## src/rtl/vga_pattern_generator_if.sv

```systemverilog
// Pixel-side bundle between the display timing controller and the pattern
// generator: timing/coordinate inputs and the re-timed VGA outputs.
interface vga_pattern_generator_if;
  logic [1:0] mode_sel;
  logic       hs_in;
  logic       vs_in;
  logic       active_in;
  logic [9:0] x_in;
  logic [9:0] y_in;
  logic       hs_out;
  logic       vs_out;
  logic [3:0] r;
  logic [3:0] g;
  logic [3:0] b;
  logic [7:0] frame_cnt;

  // Timing controller / bench side.
  modport master (
    output mode_sel, hs_in, vs_in, active_in, x_in, y_in,
    input  hs_out, vs_out, r, g, b, frame_cnt
  );

  // Pattern generator side.
  modport slave (
    input  mode_sel, hs_in, vs_in, active_in, x_in, y_in,
    output hs_out, vs_out, r, g, b, frame_cnt
  );
endinterface

```

## src/rtl/vga_pattern_generator.sv

```systemverilog
// VGA test pattern generator: colour bars, checkerboard, gradient and a
// bouncing box, two pipeline stages behind the timing controller.
// Optional macro PATTERN_BORDER_EN: forces a one-pixel white frame around
// the active area in every mode without changing latency.
module vga_pattern_generator #(
  parameter int H_ACTIVE   = 640,
  parameter int V_ACTIVE   = 480,
  parameter int BOX_SIZE   = 32,
  parameter int STEP       = 4,
  parameter int CHECK_LOG2 = 5,
  parameter bit SYNC_IDLE  = 1'b1
) (
  input  logic                  clk,
  input  logic                  rst,
  vga_pattern_generator_if.slave bus
);

  localparam int          STAGES = 2;
  localparam int          BAR_W  = H_ACTIVE / 8;
  localparam logic [10:0] XMAX   = 11'(H_ACTIVE - BOX_SIZE);
  localparam logic [10:0] YMAX   = 11'(V_ACTIVE - BOX_SIZE);
  localparam logic [10:0] STEP11 = 11'(STEP);
  localparam logic [10:0] BOX11  = 11'(BOX_SIZE);

  // Box position on one axis; neg=1 means moving toward 0.
  typedef struct packed {
    logic        neg;
    logic [10:0] pos;
  } axis_t;

  // Stage-1 payload: only what stage 2 actually needs to colour a pixel.
  typedef struct packed {
    logic [7:0] grad;   // {x[9:6], y[8:5]}
    logic [2:0] bar;
    logic       chk;
    logic       hit;
`ifdef PATTERN_BORDER_EN
    logic       edge_px;
`endif
  } s1_t;

  // One frame of box motion: clamp at the wall and reverse on the frame
  // that would overshoot.
  function automatic axis_t axis_next(input axis_t cur, input logic [10:0] maxv);
    axis_t nxt;
    nxt = cur;
    if (!cur.neg) begin
      if (cur.pos + STEP11 > maxv) begin
        nxt.pos = maxv;
        nxt.neg = 1'b1;
      end else begin
        nxt.pos = cur.pos + STEP11;
      end
    end else begin
      if (cur.pos < STEP11) begin
        nxt.pos = '0;
        nxt.neg = 1'b0;
      end else begin
        nxt.pos = cur.pos - STEP11;
      end
    end
    return nxt;
  endfunction

  function automatic logic [11:0] bar_colour(input logic [2:0] idx);
    logic [11:0] c;
    unique case (idx)
      3'd0:    c = 12'hFFF;
      3'd1:    c = 12'hFF0;
      3'd2:    c = 12'h0FF;
      3'd3:    c = 12'h0F0;
      3'd4:    c = 12'hF0F;
      3'd5:    c = 12'hF00;
      3'd6:    c = 12'h00F;
      default: c = 12'h000;
    endcase
    return c;
  endfunction

  logic [STAGES:1] vld_pipe;
  logic            hs_q, vs_q;
  logic            armed;
  logic            frame_start;
  logic [1:0]      mode_q;
  logic [7:0]      frame_cnt_q;
  axis_t           box_x_q, box_y_q;
  s1_t             s1_d, s1_q;
  logic [11:0]     rgb_d, rgb_q;
  logic [31:0]     x_w;
  logic [10:0]     x11, y11;

  assign x_w = {22'd0, bus.x_in};
  assign x11 = {1'b0, bus.x_in};
  assign y11 = {1'b0, bus.y_in};

  // Leading edge of vsync; suppressed on the first cycle out of reset so a
  // reset released during vsync does not count as a new frame.
  assign frame_start = armed && (bus.vs_in == !SYNC_IDLE) && (vs_q == SYNC_IDLE);

  // Per-pixel pattern decode feeding the stage-1 register.
  always_comb begin
    s1_d      = '0;
    s1_d.grad = {bus.x_in[9:6], bus.y_in[8:5]};
    // Comparison chain instead of x/BAR_W: last hit (lowest bar) wins.
    s1_d.bar  = 3'd7;
    for (int i = 6; i >= 0; i--) begin
      if (x_w < 32'(BAR_W * (i + 1))) s1_d.bar = 3'(i);
    end
    s1_d.chk  = bus.x_in[CHECK_LOG2] ^ bus.y_in[CHECK_LOG2];
    s1_d.hit  = (x11 >= box_x_q.pos) && (x11 < box_x_q.pos + BOX11) &&
                (y11 >= box_y_q.pos) && (y11 < box_y_q.pos + BOX11);
`ifdef PATTERN_BORDER_EN
    s1_d.edge_px = (bus.x_in == 10'(0)) || (bus.x_in == 10'(H_ACTIVE - 1)) ||
                   (bus.y_in == 10'(0)) || (bus.y_in == 10'(V_ACTIVE - 1));
`endif
  end

  // Stage 1: valid shift, one-cycle sync delay, decode capture on active pixels.
  always_ff @(posedge clk) begin
    if (!rst) begin
      vld_pipe <= '0;
      hs_q     <= SYNC_IDLE;
      vs_q     <= SYNC_IDLE;
      s1_q     <= '0;
    end else begin
      vld_pipe <= {vld_pipe[STAGES-1:1], bus.active_in};
      hs_q     <= bus.hs_in;
      vs_q     <= bus.vs_in;
      if (bus.active_in) s1_q <= s1_d;
    end
  end

  // Per-frame state: mode latch, frame counter and box motion.
  always_ff @(posedge clk) begin
    if (!rst) begin
      armed       <= 1'b0;
      mode_q      <= 2'd0;
      frame_cnt_q <= 8'd0;
      box_x_q     <= '0;
      box_y_q     <= '0;
    end else begin
      armed <= 1'b1;
      if (frame_start) begin
        mode_q      <= bus.mode_sel;
        frame_cnt_q <= frame_cnt_q + 8'd1;
        box_x_q     <= axis_next(box_x_q, XMAX);
        box_y_q     <= axis_next(box_y_q, YMAX);
      end
    end
  end

  // Colour select from the latched mode and the stage-1 decode.
  always_comb begin
    rgb_d = 12'h000;
    unique case (mode_q)
      2'd0:    rgb_d = bar_colour(s1_q.bar);
      2'd1:    rgb_d = s1_q.chk ? 12'hFFF : 12'h000;
      2'd2:    rgb_d = {s1_q.grad, frame_cnt_q[5:2]};
      default: rgb_d = s1_q.hit ? 12'hFFF : 12'h00F;
    endcase
`ifdef PATTERN_BORDER_EN
    if (s1_q.edge_px) rgb_d = 12'hFFF;
`endif
  end

  // Stage 2: colour register.
  always_ff @(posedge clk) begin
    if (!rst) rgb_q <= 12'h000;
    else      rgb_q <= rgb_d;
  end

  assign bus.hs_out               = hs_q;
  assign bus.vs_out               = vs_q;
  assign {bus.r, bus.g, bus.b}    = vld_pipe[STAGES] ? rgb_q : 12'h000;
  assign bus.frame_cnt            = frame_cnt_q;

endmodule
```

## src/flat_wrapper.sv

```systemverilog
// flat-port wrapper written by rule: the top's interface ports become plain ports
module vga_pattern_generator_flat 
#(
  parameter int H_ACTIVE   = 640,
  parameter int V_ACTIVE   = 480,
  parameter int BOX_SIZE   = 32,
  parameter int STEP       = 4,
  parameter int CHECK_LOG2 = 5,
  parameter bit SYNC_IDLE  = 1'b1
)
  (clk, rst, bus_mode_sel, bus_hs_in, bus_vs_in, bus_active_in, bus_x_in, bus_y_in, bus_hs_out, bus_vs_out, bus_r, bus_g, bus_b, bus_frame_cnt);
  vga_pattern_generator_if bus_i ();
  input  logic clk;
  input  logic rst;
  input wire logic [$bits(bus_i.mode_sel)-1:0] bus_mode_sel;
  input wire logic [$bits(bus_i.hs_in)-1:0] bus_hs_in;
  input wire logic [$bits(bus_i.vs_in)-1:0] bus_vs_in;
  input wire logic [$bits(bus_i.active_in)-1:0] bus_active_in;
  input wire logic [$bits(bus_i.x_in)-1:0] bus_x_in;
  input wire logic [$bits(bus_i.y_in)-1:0] bus_y_in;
  output wire logic [$bits(bus_i.hs_out)-1:0] bus_hs_out;
  output wire logic [$bits(bus_i.vs_out)-1:0] bus_vs_out;
  output wire logic [$bits(bus_i.r)-1:0] bus_r;
  output wire logic [$bits(bus_i.g)-1:0] bus_g;
  output wire logic [$bits(bus_i.b)-1:0] bus_b;
  output wire logic [$bits(bus_i.frame_cnt)-1:0] bus_frame_cnt;
  assign bus_i.mode_sel = bus_mode_sel;
  assign bus_i.hs_in = bus_hs_in;
  assign bus_i.vs_in = bus_vs_in;
  assign bus_i.active_in = bus_active_in;
  assign bus_i.x_in = bus_x_in;
  assign bus_i.y_in = bus_y_in;
  assign bus_hs_out = bus_i.hs_out;
  assign bus_vs_out = bus_i.vs_out;
  assign bus_r = bus_i.r;
  assign bus_g = bus_i.g;
  assign bus_b = bus_i.b;
  assign bus_frame_cnt = bus_i.frame_cnt;
  vga_pattern_generator #(.H_ACTIVE(H_ACTIVE), .V_ACTIVE(V_ACTIVE), .BOX_SIZE(BOX_SIZE), .STEP(STEP), .CHECK_LOG2(CHECK_LOG2), .SYNC_IDLE(SYNC_IDLE)) u_core (.clk(clk), .rst(rst), .bus(bus_i));
endmodule
```

## config.mk

```make
export PLATFORM = sky130hd
export DESIGN_NAME = vga_pattern_generator_flat
export DESIGN_NICKNAME = d
export VERILOG_FILES = /design/src/rtl/vga_pattern_generator_if.sv /design/src/rtl/vga_pattern_generator.sv /design/src/flat_wrapper.sv
export SDC_FILE = /design/constraint.sdc
export NUM_CORES = 1
export LEC_CHECK = 0
export ABC_AREA = 1
export CAP_MARGIN = 5
export CORE_ASPECT_RATIO = 2
export CORE_MARGIN = 1.5
export CORE_UTILIZATION = 23
export CTS_BUF_LIST = sky130_fd_sc_hd__clkbuf_4 sky130_fd_sc_hd__clkbuf_8 sky130_fd_sc_hd__clkbuf_16
export CTS_CLUSTER_SIZE = 25
export DETAILED_ROUTE_END_ITERATION = 8
export GPL_TIMING_DRIVEN = 0
export SYNTH_ARGS = -nofsm -noshare
export SYNTH_HDL_FRONTEND = slang
export SYNTH_SLANG_ARGS = --single-unit
```

## constraint.sdc

```tcl
create_clock -name clk -period 2.6 [get_ports clk]
set_input_delay 0.52 -clock clk [delete_from_list [all_inputs] [get_ports clk]]
set_output_delay 0.52 -clock clk [all_outputs]
set_load 0.02 [all_outputs]
```

# Yosys cells after proc, flatten, opt, wreduce, memory -nomap -nowiden
# Cells that the tools add are included.
[totals]
output_inout_bits = 22
ramBits = 0
wordCells = 77
romBits = 0
ff_bits = 64
memories = 0
inputBits = 27
latchBits = 0
[op_classes]
n_mux = 23
n_lt_le_gt_ge = 15
n_reduce_logical = 7
shifts = 0
multipliers = 0
n_div = 0
add_sub_neg = 7
n_eq_ne = 8
bitwise = 2
[ops]
columns = ["op", "count"]
rows = [
  ["12-bit one-hot mux with 7 select lines", 1],
  ["12-bit two-way mux", 5],
  ["11-bit two-way mux", 4],
  ["12-bit one-hot mux with 3 select lines", 1],
  ["10-bit by 9-bit < comparator with 1-bit output (second input constant)", 3],
  ["11-bit by 3-bit adder with 11-bit output (second input constant)", 2],
  ["11-bit by 6-bit adder with 11-bit output (second input constant)", 2],
  ["10-bit by 11-bit greater-or-equal comparator with 1-bit output", 2],
  ["10-bit by 11-bit < comparator with 1-bit output", 2],
  ["11-bit by 3-bit < comparator with 1-bit output (second input constant)", 2],
  ["11-bit by 3-bit subtractor with 11-bit output (second input constant)", 2],
  ["10-bit by 8-bit < comparator with 1-bit output (second input constant)", 2],
  ["3-bit two-way mux", 6],
  ["11-bit by 10-bit > comparator with 1-bit output (second input constant)", 1],
  ["11-bit by 9-bit > comparator with 1-bit output (second input constant)", 1],
  ["10-bit < comparator (second input constant)", 1],
  ["10-bit by 7-bit < comparator with 1-bit output (second input constant)", 1],
  ["3-bit equality test (second input constant)", 3],
  ["8-bit by 1-bit adder with 8-bit output (second input constant)", 1],
  ["3-bit by 2-bit equality test with 1-bit output (second input constant)", 2],
  ["1-bit two-way mux", 6],
  ["1-bit logical AND", 5],
  ["3-bit by 1-bit equality test with 1-bit output (second input constant)", 1],
  ["3-bit logical NOT", 1],
  ["5 further kinds", 5],
]

# Logic depth before layout (Yosys ltp)
[depth]
ltp_word = 8
mapped_depth = 16
depth_no_buf = 15

# Worst setup path after synthesis
# No wires, ideal clock.
[synth_timing]
path_kind = "reg-to-reg"
startpoint = "register u_core.box_y_q[5] (netlist name)"
endpoint = "register u_core.s1_q[0] (netlist name)"
stages_incl_launch_ff = 14
path_slack_ns = 0.808
t_arrival_ns = 1.726
path_cell_list = "dfxtp_1 inv_1 ha_1 inv_1 ha_1 nand2_1 nor2_1 nor3_1 nor2_1 nor2_1 nand2_1 nor2_1 nor2_1 nor2_1"
[synth_between]
elab_chain_cells = 3
word_cells_on_any_way = 5
cone_classes = "1 x add/sub; 2 x order compare; 2 x reduce/logical"
[synth_lines]
columns = ["element", "line_no", "text"]
rows = [
  ["start: declaration", "vga_pattern_generator.sv:86", "axis_t box_x_q, box_y_q;"],
  ["start signal: assignment", "vga_pattern_generator.sv:147", "box_y_q <= axis_next(box_y_q, YMAX);"],
  ["11-bit by 6-bit adder with 11-bit output or 10-bit by 11-bit greater-or-equal comparator with 1-bit output (tied branches)", "vga_pattern_generator.sv:111", "(y11 >= box_y_q.pos) && (y11 < box_y_q.pos + BOX11);"],
  ["10-bit by 11-bit < comparator with 1-bit output or 1-bit logical AND (tied branches)", "vga_pattern_generator.sv:111, vga_pattern_generator.sv:110", ""],
  ["1-bit logical AND (*)", "vga_pattern_generator.sv:111", ""],
  ["end signal: assignment", "vga_pattern_generator.sv:124", "s1_q <= '0;"],
  ["end signal: assignment", "vga_pattern_generator.sv:129", "if (bus.active_in) s1_q <= s1_d;"],
  ["end: declaration", "vga_pattern_generator.sv:87", "s1_t s1_d, s1_q;"],
]
# Every way passes the cells marked *; elsewhere a longest branch is shown, timed or not.
# A chain may end at the register's enable or synchronous reset.

# Worst setup path after layout
[layout_timing]
startpoint = "register u_core.vld_pipe[2] (netlist name)"
endpoint = "output port bus_r[1]"
[layout_between]
elab_chain_cells = 1
[layout_lines]
columns = ["element", "line_no", "text"]
rows = [
  ["start: declaration", "vga_pattern_generator.sv:80", "logic [STAGES:1] vld_pipe;"],
  ["start signal: assignment", "vga_pattern_generator.sv:126", "vld_pipe <= {vld_pipe[STAGES-1:1], bus.active_in};"],
  ["12-bit two-way mux", "vga_pattern_generator.sv:174", "assign {bus.r, bus.g, bus.b} = vld_pipe[STAGES] ? rgb_q : 12'h000;"],
  ["end: declaration", "flat_wrapper.sv:23", "output wire logic [$bits(bus_i.r)-1:0] bus_r;"],
]
# No other way between the ends.

==> results_dict.tcl <==
set metrics [dict create \
    fmax_ghz 0.428 \
    synth_seq_cells 60 \
    tns_ns 0 \
    pre_cts_ws_ns 0.0806 \
    p_leak_nw 2.21 \
    clockPowerShare 0.416 \
    drt-pass1-iter-count 4 \
    setup_slack_ns 0.263 \
    port_buffers 43 \
    die_x_um 95.7 \
    start_util 0.236 \
    drc 0 \
    cts.clk_slew.worst_paths_ns 0.05 \
    avgViaCountPerCell 4.63 \
    cts_htree_levels 3 \
    drive_gt1_frac 0.0701 \
    finalHoldViolCount 0 \
    syn_to_final_growth_pct 24.5 \
    grt_max_degree 11 \
    syn-num-nets 646 \
    pin_count 49 \
    cts_buffers 9 \
    root_buffer "clkbuf_16" \
    syn_area_per_cell_um2 6.76 \
    r2r_end "u_core.s1_q[0]" \
    rsz0062_at_grt "false" \
    hold_path.class "register to register" \
    layout_common_cells "111 x nand2_1, 81 x inv_1, 67 x nor2_1, 60 x dfxtp_1, 45 x o21ai_0" \
    num-nets-final 700 \
    p_sw_frac 0.298 \
    postCtsHoldBufs 0 \
    rrSetupSlack_ns 0.40 \
    grt_usage 0.134 \
    worst_ep_arrival_time_ns 1.82 \
    max_slew_margin 0.567 \
    hold_end "u_core.vld_pipe[2]" \
    final_common_cell "nand2_1" \
    tightest_slew_ns 0.647 \
    grt_pass1_wl_mm 18.2 \
    synth_area_um2 3950 \
    die_area_um2 18000 \
    skew_ns 0.00675 \
    antenna_found_initial 0 \
    die_h_um 188 \
    fin_crit_ns 2.34 \
    setup_violations 0 \
    end_kind "output pin" \
    hp-start "u_core.vld_pipe[1]" \
    cts_sinks 60 \
    critPathMaxFanout 10 \
    routedWlPerCell_um 13.5 \
    p_int_w 0.00187 \
    hold_depth 2 \
    cts_buffer_depth 2 \
    vias 3930 \
    gp_congestion 0.902 \
    p_switching_w 0.000796 \
    cts_tree "yes" \
    ir_drop_mv 0.235 \
    dpl_cell_area_um2 4640 \
    finalCritPeriodShare 0.899 \
    p_per_area_nw_per_um2 543 \
    fillers 1892 \
    coreArea_um2 16800 \
    slew_viol_final 0 \
    utilization 0.293 \
    worstSetupStartpointType "register" \
    final_area_um2 4920 \
    ys_seq_area_frac 0.304 \
    diodes 0 \
    drtIter0Drc 110 \
    grt_pass1_vias 3823 \
    post-cts-setup-buffers 0 \
    wirelength_mm 11.4 \
    cap_violations 0 \
    timing.rr.start "u_core.box_y_q[5]" \
    clk_latency_ns 0.34 \
    p_comb_frac 0.200 \
    syn_inst 584 \
    grt.overflow.total 0 \
    antenna_left 0 \
    ctsResizeCount 0 \
    yosys_warnings 0 \
    outcome "completed" \
    synth_cell_types 40 \
    required_ns 2.08 \
    rr_worst_depth 13 \
    critical_path_class "register to output pin" \
    p_seq_frac 0.385 \
    fp-row-count 67 \
    dpl.hpwl_mm 9.30 \
]
[worst max-delay path by stage]
stage                        from            endpoint  cells after the start
2_1_floorplan   u_core.box_y_q[5]      u_core.s1_q[0]                     13
3_3_place_gp            bus_vs_in  u_core.box_x_q[11]                      7
5_1_grt        u_core.vld_pipe[2]            bus_r[1]                      4
3_5_place_dp            bus_vs_in  u_core.box_x_q[11]                      7
6_report       u_core.vld_pipe[2]            bus_r[1]                      4
4_1_cts        u_core.vld_pipe[2]            bus_r[1]                      4
[cell usage after synthesis]
master,n,area share
nor3b_1,1,0.0019
nor4_1,2,0.0032
a21oi_2,3,0.0067
o21ai_1,2,0.0025
o22ai_1,1,0.0016
a21oi_1,40,0.051
o21a_1,1,0.0019
a221oi_1,1,0.0022
and3_1,1,0.0016
o211ai_1,4,0.0076
buf_2,6,0.0076
clkinv_1,2,0.0019
nor2_1,67,0.064
o21ai_0,45,0.057
inv_1,81,0.077
nand3_2,3,0.0076
nor3_1,12,0.015
a41oi_1,8,0.018
buf_1,1,0.00095
o311ai_0,1,0.0022
a211oi_1,2,0.0038
o31ai_1,1,0.0019
dfxtp_1,60,0.30
nor2_2,3,0.0048
nand4_1,8,0.013
a21boi_0,1,0.0019
o2111ai_1,1,0.0022
nand2_2,3,0.0048
xor2_1,19,0.042
a21o_1,1,0.0019
a31oi_1,2,0.0032
nand3_1,31,0.039
nand2_1,111,0.11
or2_2,3,0.0048
xnor2_1,2,0.0044
o21ai_2,1,0.0022
ha_1,35,0.11
buf_4,2,0.0038
clkbuf_1,10,0.0095
inv_2,6,0.0057
[state kept, by name, summed over array words and instances (netlist names)]
register	cells
u_core.box_x_q	10
u_core.vld_pipe	2
u_core.bus.vs_out	1
u_core.bus.hs_out	1
u_core.mode_q	2
u_core.rgb_q	12
u_core.bus.frame_cnt	8
u_core.s1_q	13
u_core.armed	1
u_core.box_y_q	10
[layer usage]
layer,wire [um],vias up,track usage
met1,4100,1784,0.127
met5,0,-,0
met4,626,0,0.0939
met3,359,32,0.0190
li1,-,2023,-
met2,6340,91,0.251
[cells by family (layout without fill, tap and decap cells)]
logic type,Yosys count,in the layout,share of synthesized area
AND/OR/NAND/NOR,245,245,0.265
flip-flops,60,60,0.304
buffers and inverters,108,166,0.106
XOR/XNOR,21,21,0.0466
AO/OA/AOI/OAI,115,115,0.167
adder cells (fa/ha/maj),35,35,0.111
[power by group through the flow]
stage                     sequential, W  combinational [W]  clock, W
final                           0.00103           0.000533   0.00111
after global routing            0.00103           0.000607   0.00117
after CTS                       0.00103           0.000536   0.00113
after detailed placement        0.00104           0.000534         0
after global placement          0.00104           0.000529         0
after floorplan                 0.00104           0.000359         0
[stage by stage]
step / total power (W) / cells / hold WS [ns]
floorplan: 0.00140 / 584 / 0.390
global placement: 0.00157 / 834 / 0.395
detailed placement: 0.00158 / 834 / 0.405
CTS: 0.00269 / 849 / 0.418
global route: 0.00281 / 849 / 0.446
finish: 0.00267 / 849 / 0.413
[area by class of cell]
cell class,instances,area [um^2],area share
Timing Repair Buffer,43,430,0.0875
Multi-Input combinational cell,416,2330,0.474
Sequential cell,60,1200,0.244
Clock buffer,11,253,0.0514
Inverter,89,334,0.0679
Buffer,19,86.3,0.0176
Clock inverter,4,25.0,0.00509
Tap cell,207,259,0.0527
[worst max-delay path: stages (launching register included)]
cell and delay, ns:
dfxtp_1 0.36, clkbuf_1 0.36, nand2_1 0.09, inv_1 0.06, clkdlybuf4s50_1 0.61
Power figures use the tool's default switching activity.
